[config.mk]
export PLATFORM = sky130hd
export DESIGN_NAME = cpu_test_monitor_flat
export DESIGN_NICKNAME = d
export VERILOG_FILES = /design/src/rtl/cpu_test_monitor_if.sv /design/src/rtl/cpu_test_monitor.sv /design/src/flat_wrapper.sv
export SDC_FILE = /design/constraint.sdc
export NUM_CORES = 1
export LEC_CHECK = 0
export CORE_ASPECT_RATIO = 1.5
export CORE_MARGIN = 1.5
export CORE_UTILIZATION = 47
export DETAILED_ROUTE_END_ITERATION = 16
export GPL_ROUTABILITY_DRIVEN = 0
export PLACE_DENSITY_LB_ADDON = 0.05
export SYNTH_ARGS = -nofsm -noshare
export SYNTH_HDL_FRONTEND = slang
export SYNTH_SLANG_ARGS = --single-unit
[constraint.sdc]
create_clock -name clk -period 10.54 [get_ports clk]
set_input_delay 1.581 -clock clk [delete_from_list [all_inputs] [get_ports clk]]
set_output_delay 1.581 -clock clk [all_outputs]
set_load 0.02 [all_outputs]
[src/rtl/cpu_test_monitor_if.sv]
// cpu_test_monitor_if: retire/store observation bus and run-control results for cpu_test_monitor.
`default_nettype none

interface cpu_test_monitor_if #(
  parameter int XLEN      = 32,
  parameter int CNT_WIDTH = 32
);
  logic                 en;
  logic                 instr_valid;
  logic [XLEN-1:0]      debug_pc;
  logic [XLEN-1:0]      instr;
  logic                 mem_write;
  logic [XLEN-1:0]      dmem_addr;
  logic [XLEN-1:0]      store_data;
  logic                 done;
  logic                 pass;
  logic                 fail;
  logic                 timeout;
  logic                 status_ok;
  logic [CNT_WIDTH-1:0] cycle_count;
  logic [CNT_WIDTH-1:0] instr_count;
  logic [XLEN-1:0]      end_pc;
  logic [XLEN-1:0]      fail_code;
  logic [7:0]           misalign_count;

  modport master (
    output en, instr_valid, debug_pc, instr, mem_write, dmem_addr, store_data,
    input  done, pass, fail, timeout, status_ok, cycle_count, instr_count,
           end_pc, fail_code, misalign_count
  );

  modport slave (
    input  en, instr_valid, debug_pc, instr, mem_write, dmem_addr, store_data,
    output done, pass, fail, timeout, status_ok, cycle_count, instr_count,
           end_pc, fail_code, misalign_count
  );
endinterface

`default_nettype wire

[src/rtl/cpu_test_monitor.sv]
// cpu_test_monitor: decides PASS/FAIL/TIMEOUT from retire and store streams.
// Optional macro CPU_TEST_MONITOR_MISALIGN_TRAP_EN makes the first misaligned store a failure.
`default_nettype none

module cpu_test_monitor #(
  parameter int              XLEN          = 32,
  parameter int              CNT_WIDTH     = 32,
  parameter int              MAX_CYCLES    = 20,
  parameter logic [XLEN-1:0] END_SENTINEL  = 32'h0000_006F,
  parameter int              SENTINEL_HITS = 2,
  parameter logic [XLEN-1:0] STATUS_ADDR   = 32'h0000_0000,
  parameter logic [XLEN-1:0] STATUS_PASS   = 32'hC0DE_CAFE,
  parameter logic [XLEN-1:0] STATUS_FAIL   = 32'hDEAD_BEEF
) (
  input  logic              clk,
  input  logic              reset,
  cpu_test_monitor_if.slave bus
);

  localparam int HIT_W = $clog2(SENTINEL_HITS + 1) + 1;

  localparam logic [2:0] ST_IDLE    = 3'd0;
  localparam logic [2:0] ST_RUN     = 3'd1;
  localparam logic [2:0] ST_PASS    = 3'd2;
  localparam logic [2:0] ST_FAIL    = 3'd3;
  localparam logic [2:0] ST_TIMEOUT = 3'd4;

  logic [2:0]           state, state_next;
  logic [HIT_W-1:0]     hit_cnt;
  logic [CNT_WIDTH-1:0] cycle_count, instr_count;
  logic [XLEN-1:0]      end_pc, fail_code;
  logic [7:0]           misalign_count;
  logic                 status_ok;
  logic                 done_o, pass_o, fail_o, timeout_o;

  logic status_store, pass_store, bad_store, misaligned, trap;
  logic is_sentinel, sentinel_done, timeout_hit, fail_event;

  assign misaligned   = bus.mem_write && (bus.dmem_addr[1:0] != 2'b00);
  assign status_store = bus.mem_write && !misaligned && (bus.dmem_addr == STATUS_ADDR);
  assign pass_store   = status_store && (bus.store_data == STATUS_PASS);
  // Any non-PASS code fails; STATUS_FAIL is informational only.
  assign bad_store    = status_store && (bus.store_data != STATUS_PASS);

`ifdef CPU_TEST_MONITOR_MISALIGN_TRAP_EN
  assign trap = misaligned;
`else
  assign trap = 1'b0;
`endif

  assign is_sentinel   = bus.instr_valid && (bus.instr == END_SENTINEL);
  assign sentinel_done = is_sentinel && (hit_cnt == HIT_W'(SENTINEL_HITS - 1));
  assign timeout_hit   = (cycle_count == CNT_WIDTH'(MAX_CYCLES - 1));
  assign fail_event    = bad_store || trap;

  always_ff @(posedge clk or posedge reset) begin
    if (reset) state <= ST_IDLE;
    else       state <= state_next;
  end

  always_comb begin
    state_next = state;
    case (state)
      ST_IDLE: if (bus.en) state_next = ST_RUN;
      ST_RUN: begin
        if (fail_event)         state_next = ST_FAIL;
        else if (sentinel_done) state_next = (status_ok || pass_store) ? ST_PASS : ST_FAIL;
        else if (timeout_hit)   state_next = ST_TIMEOUT;
      end
      ST_PASS, ST_FAIL, ST_TIMEOUT: state_next = state;
      default: state_next = ST_IDLE;
    endcase
  end

  always_comb begin
    done_o    = 1'b0;
    pass_o    = 1'b0;
    fail_o    = 1'b0;
    timeout_o = 1'b0;
    case (state)
      ST_PASS:    begin done_o = 1'b1; pass_o = 1'b1; end
      ST_FAIL:    begin done_o = 1'b1; fail_o = 1'b1; end
      ST_TIMEOUT: begin done_o = 1'b1; fail_o = 1'b1; timeout_o = 1'b1; end
      default:    ;
    endcase
  end

  always_ff @(posedge clk or posedge reset) begin
    if (reset) begin
      cycle_count    <= '0;
      instr_count    <= '0;
      hit_cnt        <= '0;
      end_pc         <= '0;
      fail_code      <= '0;
      misalign_count <= '0;
      status_ok      <= 1'b0;
    end else if (state == ST_RUN) begin
      if (cycle_count != '1) cycle_count <= cycle_count + 1'b1;
      if (bus.instr_valid && instr_count != '1) instr_count <= instr_count + 1'b1;
      if (bus.instr_valid) hit_cnt <= is_sentinel ? hit_cnt + 1'b1 : '0;
      if (misaligned && misalign_count != 8'hFF) misalign_count <= misalign_count + 8'd1;
      if (pass_store) status_ok <= 1'b1;
      if (bad_store)  fail_code <= bus.store_data;
      else if (trap)  fail_code <= bus.dmem_addr;
      // end_pc records only a sentinel that actually terminates the run.
      if (sentinel_done && !fail_event) end_pc <= bus.debug_pc;
    end
  end

  assign bus.done           = done_o;
  assign bus.pass           = pass_o;
  assign bus.fail           = fail_o;
  assign bus.timeout        = timeout_o;
  assign bus.status_ok      = status_ok;
  assign bus.cycle_count    = cycle_count;
  assign bus.instr_count    = instr_count;
  assign bus.end_pc         = end_pc;
  assign bus.fail_code      = fail_code;
  assign bus.misalign_count = misalign_count;

endmodule

`default_nettype wire
[src/flat_wrapper.sv]
// flat-port wrapper written by rule: the top's interface ports become plain ports
module cpu_test_monitor_flat 
#(
  parameter int              XLEN          = 32,
  parameter int              CNT_WIDTH     = 32,
  parameter int              MAX_CYCLES    = 20,
  parameter logic [XLEN-1:0] END_SENTINEL  = 32'h0000_006F,
  parameter int              SENTINEL_HITS = 2,
  parameter logic [XLEN-1:0] STATUS_ADDR   = 32'h0000_0000,
  parameter logic [XLEN-1:0] STATUS_PASS   = 32'hC0DE_CAFE,
  parameter logic [XLEN-1:0] STATUS_FAIL   = 32'hDEAD_BEEF
)
  (clk, reset, bus_en, bus_instr_valid, bus_debug_pc, bus_instr, bus_mem_write, bus_dmem_addr, bus_store_data, bus_done, bus_pass, bus_fail, bus_timeout, bus_status_ok, bus_cycle_count, bus_instr_count, bus_end_pc, bus_fail_code, bus_misalign_count);
  cpu_test_monitor_if #(.XLEN(XLEN), .CNT_WIDTH(CNT_WIDTH)) bus_i ();
  input  logic clk;
  input  logic reset;
  input wire logic [$bits(bus_i.en)-1:0] bus_en;
  input wire logic [$bits(bus_i.instr_valid)-1:0] bus_instr_valid;
  input wire logic [$bits(bus_i.debug_pc)-1:0] bus_debug_pc;
  input wire logic [$bits(bus_i.instr)-1:0] bus_instr;
  input wire logic [$bits(bus_i.mem_write)-1:0] bus_mem_write;
  input wire logic [$bits(bus_i.dmem_addr)-1:0] bus_dmem_addr;
  input wire logic [$bits(bus_i.store_data)-1:0] bus_store_data;
  output wire logic [$bits(bus_i.done)-1:0] bus_done;
  output wire logic [$bits(bus_i.pass)-1:0] bus_pass;
  output wire logic [$bits(bus_i.fail)-1:0] bus_fail;
  output wire logic [$bits(bus_i.timeout)-1:0] bus_timeout;
  output wire logic [$bits(bus_i.status_ok)-1:0] bus_status_ok;
  output wire logic [$bits(bus_i.cycle_count)-1:0] bus_cycle_count;
  output wire logic [$bits(bus_i.instr_count)-1:0] bus_instr_count;
  output wire logic [$bits(bus_i.end_pc)-1:0] bus_end_pc;
  output wire logic [$bits(bus_i.fail_code)-1:0] bus_fail_code;
  output wire logic [$bits(bus_i.misalign_count)-1:0] bus_misalign_count;
  assign bus_i.en = bus_en;
  assign bus_i.instr_valid = bus_instr_valid;
  assign bus_i.debug_pc = bus_debug_pc;
  assign bus_i.instr = bus_instr;
  assign bus_i.mem_write = bus_mem_write;
  assign bus_i.dmem_addr = bus_dmem_addr;
  assign bus_i.store_data = bus_store_data;
  assign bus_done = bus_i.done;
  assign bus_pass = bus_i.pass;
  assign bus_fail = bus_i.fail;
  assign bus_timeout = bus_i.timeout;
  assign bus_status_ok = bus_i.status_ok;
  assign bus_cycle_count = bus_i.cycle_count;
  assign bus_instr_count = bus_i.instr_count;
  assign bus_end_pc = bus_i.end_pc;
  assign bus_fail_code = bus_i.fail_code;
  assign bus_misalign_count = bus_i.misalign_count;
  cpu_test_monitor #(.XLEN(XLEN), .CNT_WIDTH(CNT_WIDTH), .MAX_CYCLES(MAX_CYCLES), .END_SENTINEL(END_SENTINEL), .SENTINEL_HITS(SENTINEL_HITS), .STATUS_ADDR(STATUS_ADDR), .STATUS_PASS(STATUS_PASS), .STATUS_FAIL(STATUS_FAIL)) u_core (.clk(clk), .reset(reset), .bus(bus_i));
endmodule
==> impl_metrics.json <==
{
  "whs_path_depth": 1,
  "worstSkewPairLatency_ns": 0.41,
  "area_delta_synth_final_pct": 53.8,
  "wl_um": 18500,
  "power.switching_uw": 462,
  "ys.warnings.count": 0,
  "slowest_stage": "or4_4",
  "synth_fp_nets": 677,
  "postPlaceCellArea_mm2": 0.00949,
  "via_per_inst": 5.45,
  "drv_cap": 0,
  "skew_ns": 0.00902,
  "synth_top_family_by_area": "simple AND/OR/NAND/NOR gates",
  "intPower_uw": 1190,
  "slowest_delay_ns": 0.55,
  "vias": 5454,
  "fin_area_mm2": 0.0101,
  "numPortBuffers": 273,
  "start_util": 0.485,
  "dp_hpwl_um": 13800,
  "ioPinCount": 274,
  "synth-edff-count": 0,
  "crit-reg2reg-launch": "u_core.hit_cnt[1]",
  "synthCells": 539,
  "htreeDepth": 4,
  "clock-root-buffer": "clkbuf_16",
  "die_area_mm2": 0.0148,
  "synth_top_area_share": 0.543,
  "crit_buf_inv": 2,
  "post-route-period-util": 0.384,
  "crit_family": "simple AND/OR/NAND/NOR gates",
  "grt_overflow": 0,
  "async_flop_share": 1.00,
  "fin_crit_ns": 4.05,
  "worst_pin_slew_ns": 1.02,
  "syn_area_per_cell_um2": 12.2,
  "numCtsBuffers": 17,
  "crit_path_start_kind": "input port",
  "final_cell_mix": "clkdlybuf4s50_1, dfrtp_1, xnor2_1, nand2_1, mux2_2",
  "holdWs_ns": 0.485,
  "r2r_slack_ns": 7.99,
  "max-slew-margin-rel": 0.320,
  "crit_type": "input port to register",
  "r2r_cells": 7,
  "p_leak_uw": 0.00444,
  "grt_util_met1": 0.263,
  "arrival_ns": 4.34,
  "rsz0062_at_grt": "false",
  "dr.pass1.iters": 4,
  "yosysUniqueCellTypes": 48,
  "clkPwrFrac": 0.399,
  "cp_cell_sequence": "clkdlybuf4s50_1, or4_4, nor4_2, nand4_2, a211oi_4, buf_4, mux2_2",
  "whs_endpoint": "u_core.bus.status_ok",
  "fin_nets": 964,
  "power_frac_seq": 0.394,
  "grt_pass1_wl_um": 29200,
  "required_ns": 10.83,
  "synth-seq-cells": 143,
  "coreArea_mm2": 0.0136,
  "use_met2": 0.466,
  "grt_antenna_before_repair": 0,
  "final_common_cell": "clkdlybuf4s50_1",
  "antenna_cells": 0,
  "synthAdderAreaFrac": 0.00949,
  "hp-start": "u_core.bus.status_ok",
  "fmax_ghz": 0.247,
  "rows": 52,
  "cts_sinks": 143,
  "synthSimpleGateAreaFrac": 0.181,
  "grt_max_degree": 82,
  "die_h_um": 148,
  "power.density_mw_per_mm2": 163,
  "synthMuxAreaShare": 0.132,
  "grt_pass1_vias": 5866,
  "wl_per_cell_um": 18.5,
  "worstPathMaxFanout": 32,
  "setup_viol_count_final": 0,
  "cts_tree": "done",
  "synth-compound-area-share": 0.0264,
  "setup_tns_ns": 0,
  "finalHoldViolCount": 0,
  "first_iter_violations": 178,
  "worst-path-stages": 7,
  "ys.flop_type": "dfrtp_1",
  "cts_setup_buffers": 0,
  "comb_power_share": 0.207,
  "hold_buffers": 0,
  "end_kind": "register",
  "syn-cell-area_mm2": 0.00659,
  "synth_xor_area_frac": 0.0904,
  "r2r-end": "u_core.bus.end_pc[30]",
  "grt-busiest-layer": "met2",
  "hp-class": "register to register",
  "fp.dieW_um": 99.7,
  "yosys.area.top_type": "dfrtp_1",
  "yosys-top-cells-area": "dfrtp_1, mux2_4, mux2_2",
  "final_max_slew_viol_count": 0,
  "met3_usage": 0.0804,
  "clk_path_buf_depth": 2,
  "peakVddDrop_uv": 96.6,
  "remaining_drc_errors": 0,
  "grt_usage": 0.254,
  "path_clk_slew_ns": 0.06,
  "switching_share": 0.280,
  "cts_resized": 0,
  "ys_seq_area_frac": 0.543,
  "outcome": "finished, final reports clean",
  "detail-route-antenna-nets": 0,
  "layout-drive-gt1-share": 0.138
}
==> registers in the layout, indices dropped and copies added, names as in the netlist <==
signal	flops
u_core.bus.cycle_count	32
u_core.bus.end_pc	32
u_core.bus.fail_code	32
u_core.bus.instr_count	32
u_core.bus.misalign_count	8
u_core.bus.status_ok	1
u_core.hit_cnt	3
u_core.state	3
==> per-layer routing <==
metal,up-vias,wire [um]
met5,-,0
met4,0,680
met3,42,1340
met2,232,9900
met1,2668,6580
li1,2512,-
==> final cells by class <==
class                      instances  area (um2)
inverter                          11        46.3
timing repair buffer             278        2770
sequential                       143        3580
clock buffer                      19         433
clock inverter                    13         211
fill                             949        3460
multi-input combinational        375        2890
tap                              162         203
==> stage by stage <==
stage	instances	total power, uW	utilization	worst slack, ns
2_1_floorplan	539	817	-	5.12
3_3_place_gp	969	993	0.698	6.16
3_5_place_dp	969	1000	0.698	6.09
4_1_cts	1001	1670	0.745	6.47
5_1_grt	1001	1720	0.745	6.40
6_report	1001	1650	0.745	6.49
==> power by group through the flow <==
stage / registers [uW] / logic, uW / clock network [uW]
finish: 650 / 343 / 660
global route: 658 / 368 / 691
CTS: 651 / 347 / 671
detailed placement: 659 / 344 / 0
global placement: 655 / 338 / 0
floorplan: 698 / 119 / 0
==> synthesized netlist by cell type, types with 3 or more instances <==
library cell,n
dfrtp_1,143
nand2_1,39
xnor2_1,39
mux2_2,37
mux2_4,30
nor2_1,29
xor2_1,29
nand3_1,27
nor4_1,21
nand4_1,20
nor3_1,20
inv_1,11
and3_1,9
and4_1,8
nand4b_1,6
a21oi_1,5
ha_1,5
buf_2,4
nor2b_1,4
nor4b_1,4
o21ai_0,4
or2_2,4
and2_1,3
buf_8,3
clkbuf_1,3
nand2b_1,3
or3_1,3
==> kinds of logic after synthesis <==
group | after synthesis
XOR/XNOR | 68
flip-flops | 143
multiplexers | 67
adder cells (fa/ha/maj) | 5
AO/OA/AOI/OAI | 23
buffers and inverters | 21
AND/OR/NAND/NOR | 212
==> worst max-delay path by stage <==
| stage | from | to | slack, ns |
|---|---|---|---|
| floorplan | reset | u_core.bus.cycle_count[0] | 5.12 |
| global placement | bus_store_data[24] | u_core.bus.end_pc[31] | 6.16 |
| detailed placement | bus_store_data[24] | u_core.bus.end_pc[30] | 6.09 |
| CTS | bus_store_data[24] | u_core.bus.end_pc[30] | 6.47 |
| global route | bus_store_data[24] | u_core.bus.end_pc[30] | 6.40 |
| finish | bus_store_data[24] | u_core.bus.end_pc[30] | 6.49 |
No activity file was read; power rests on OpenSTA's default activity.
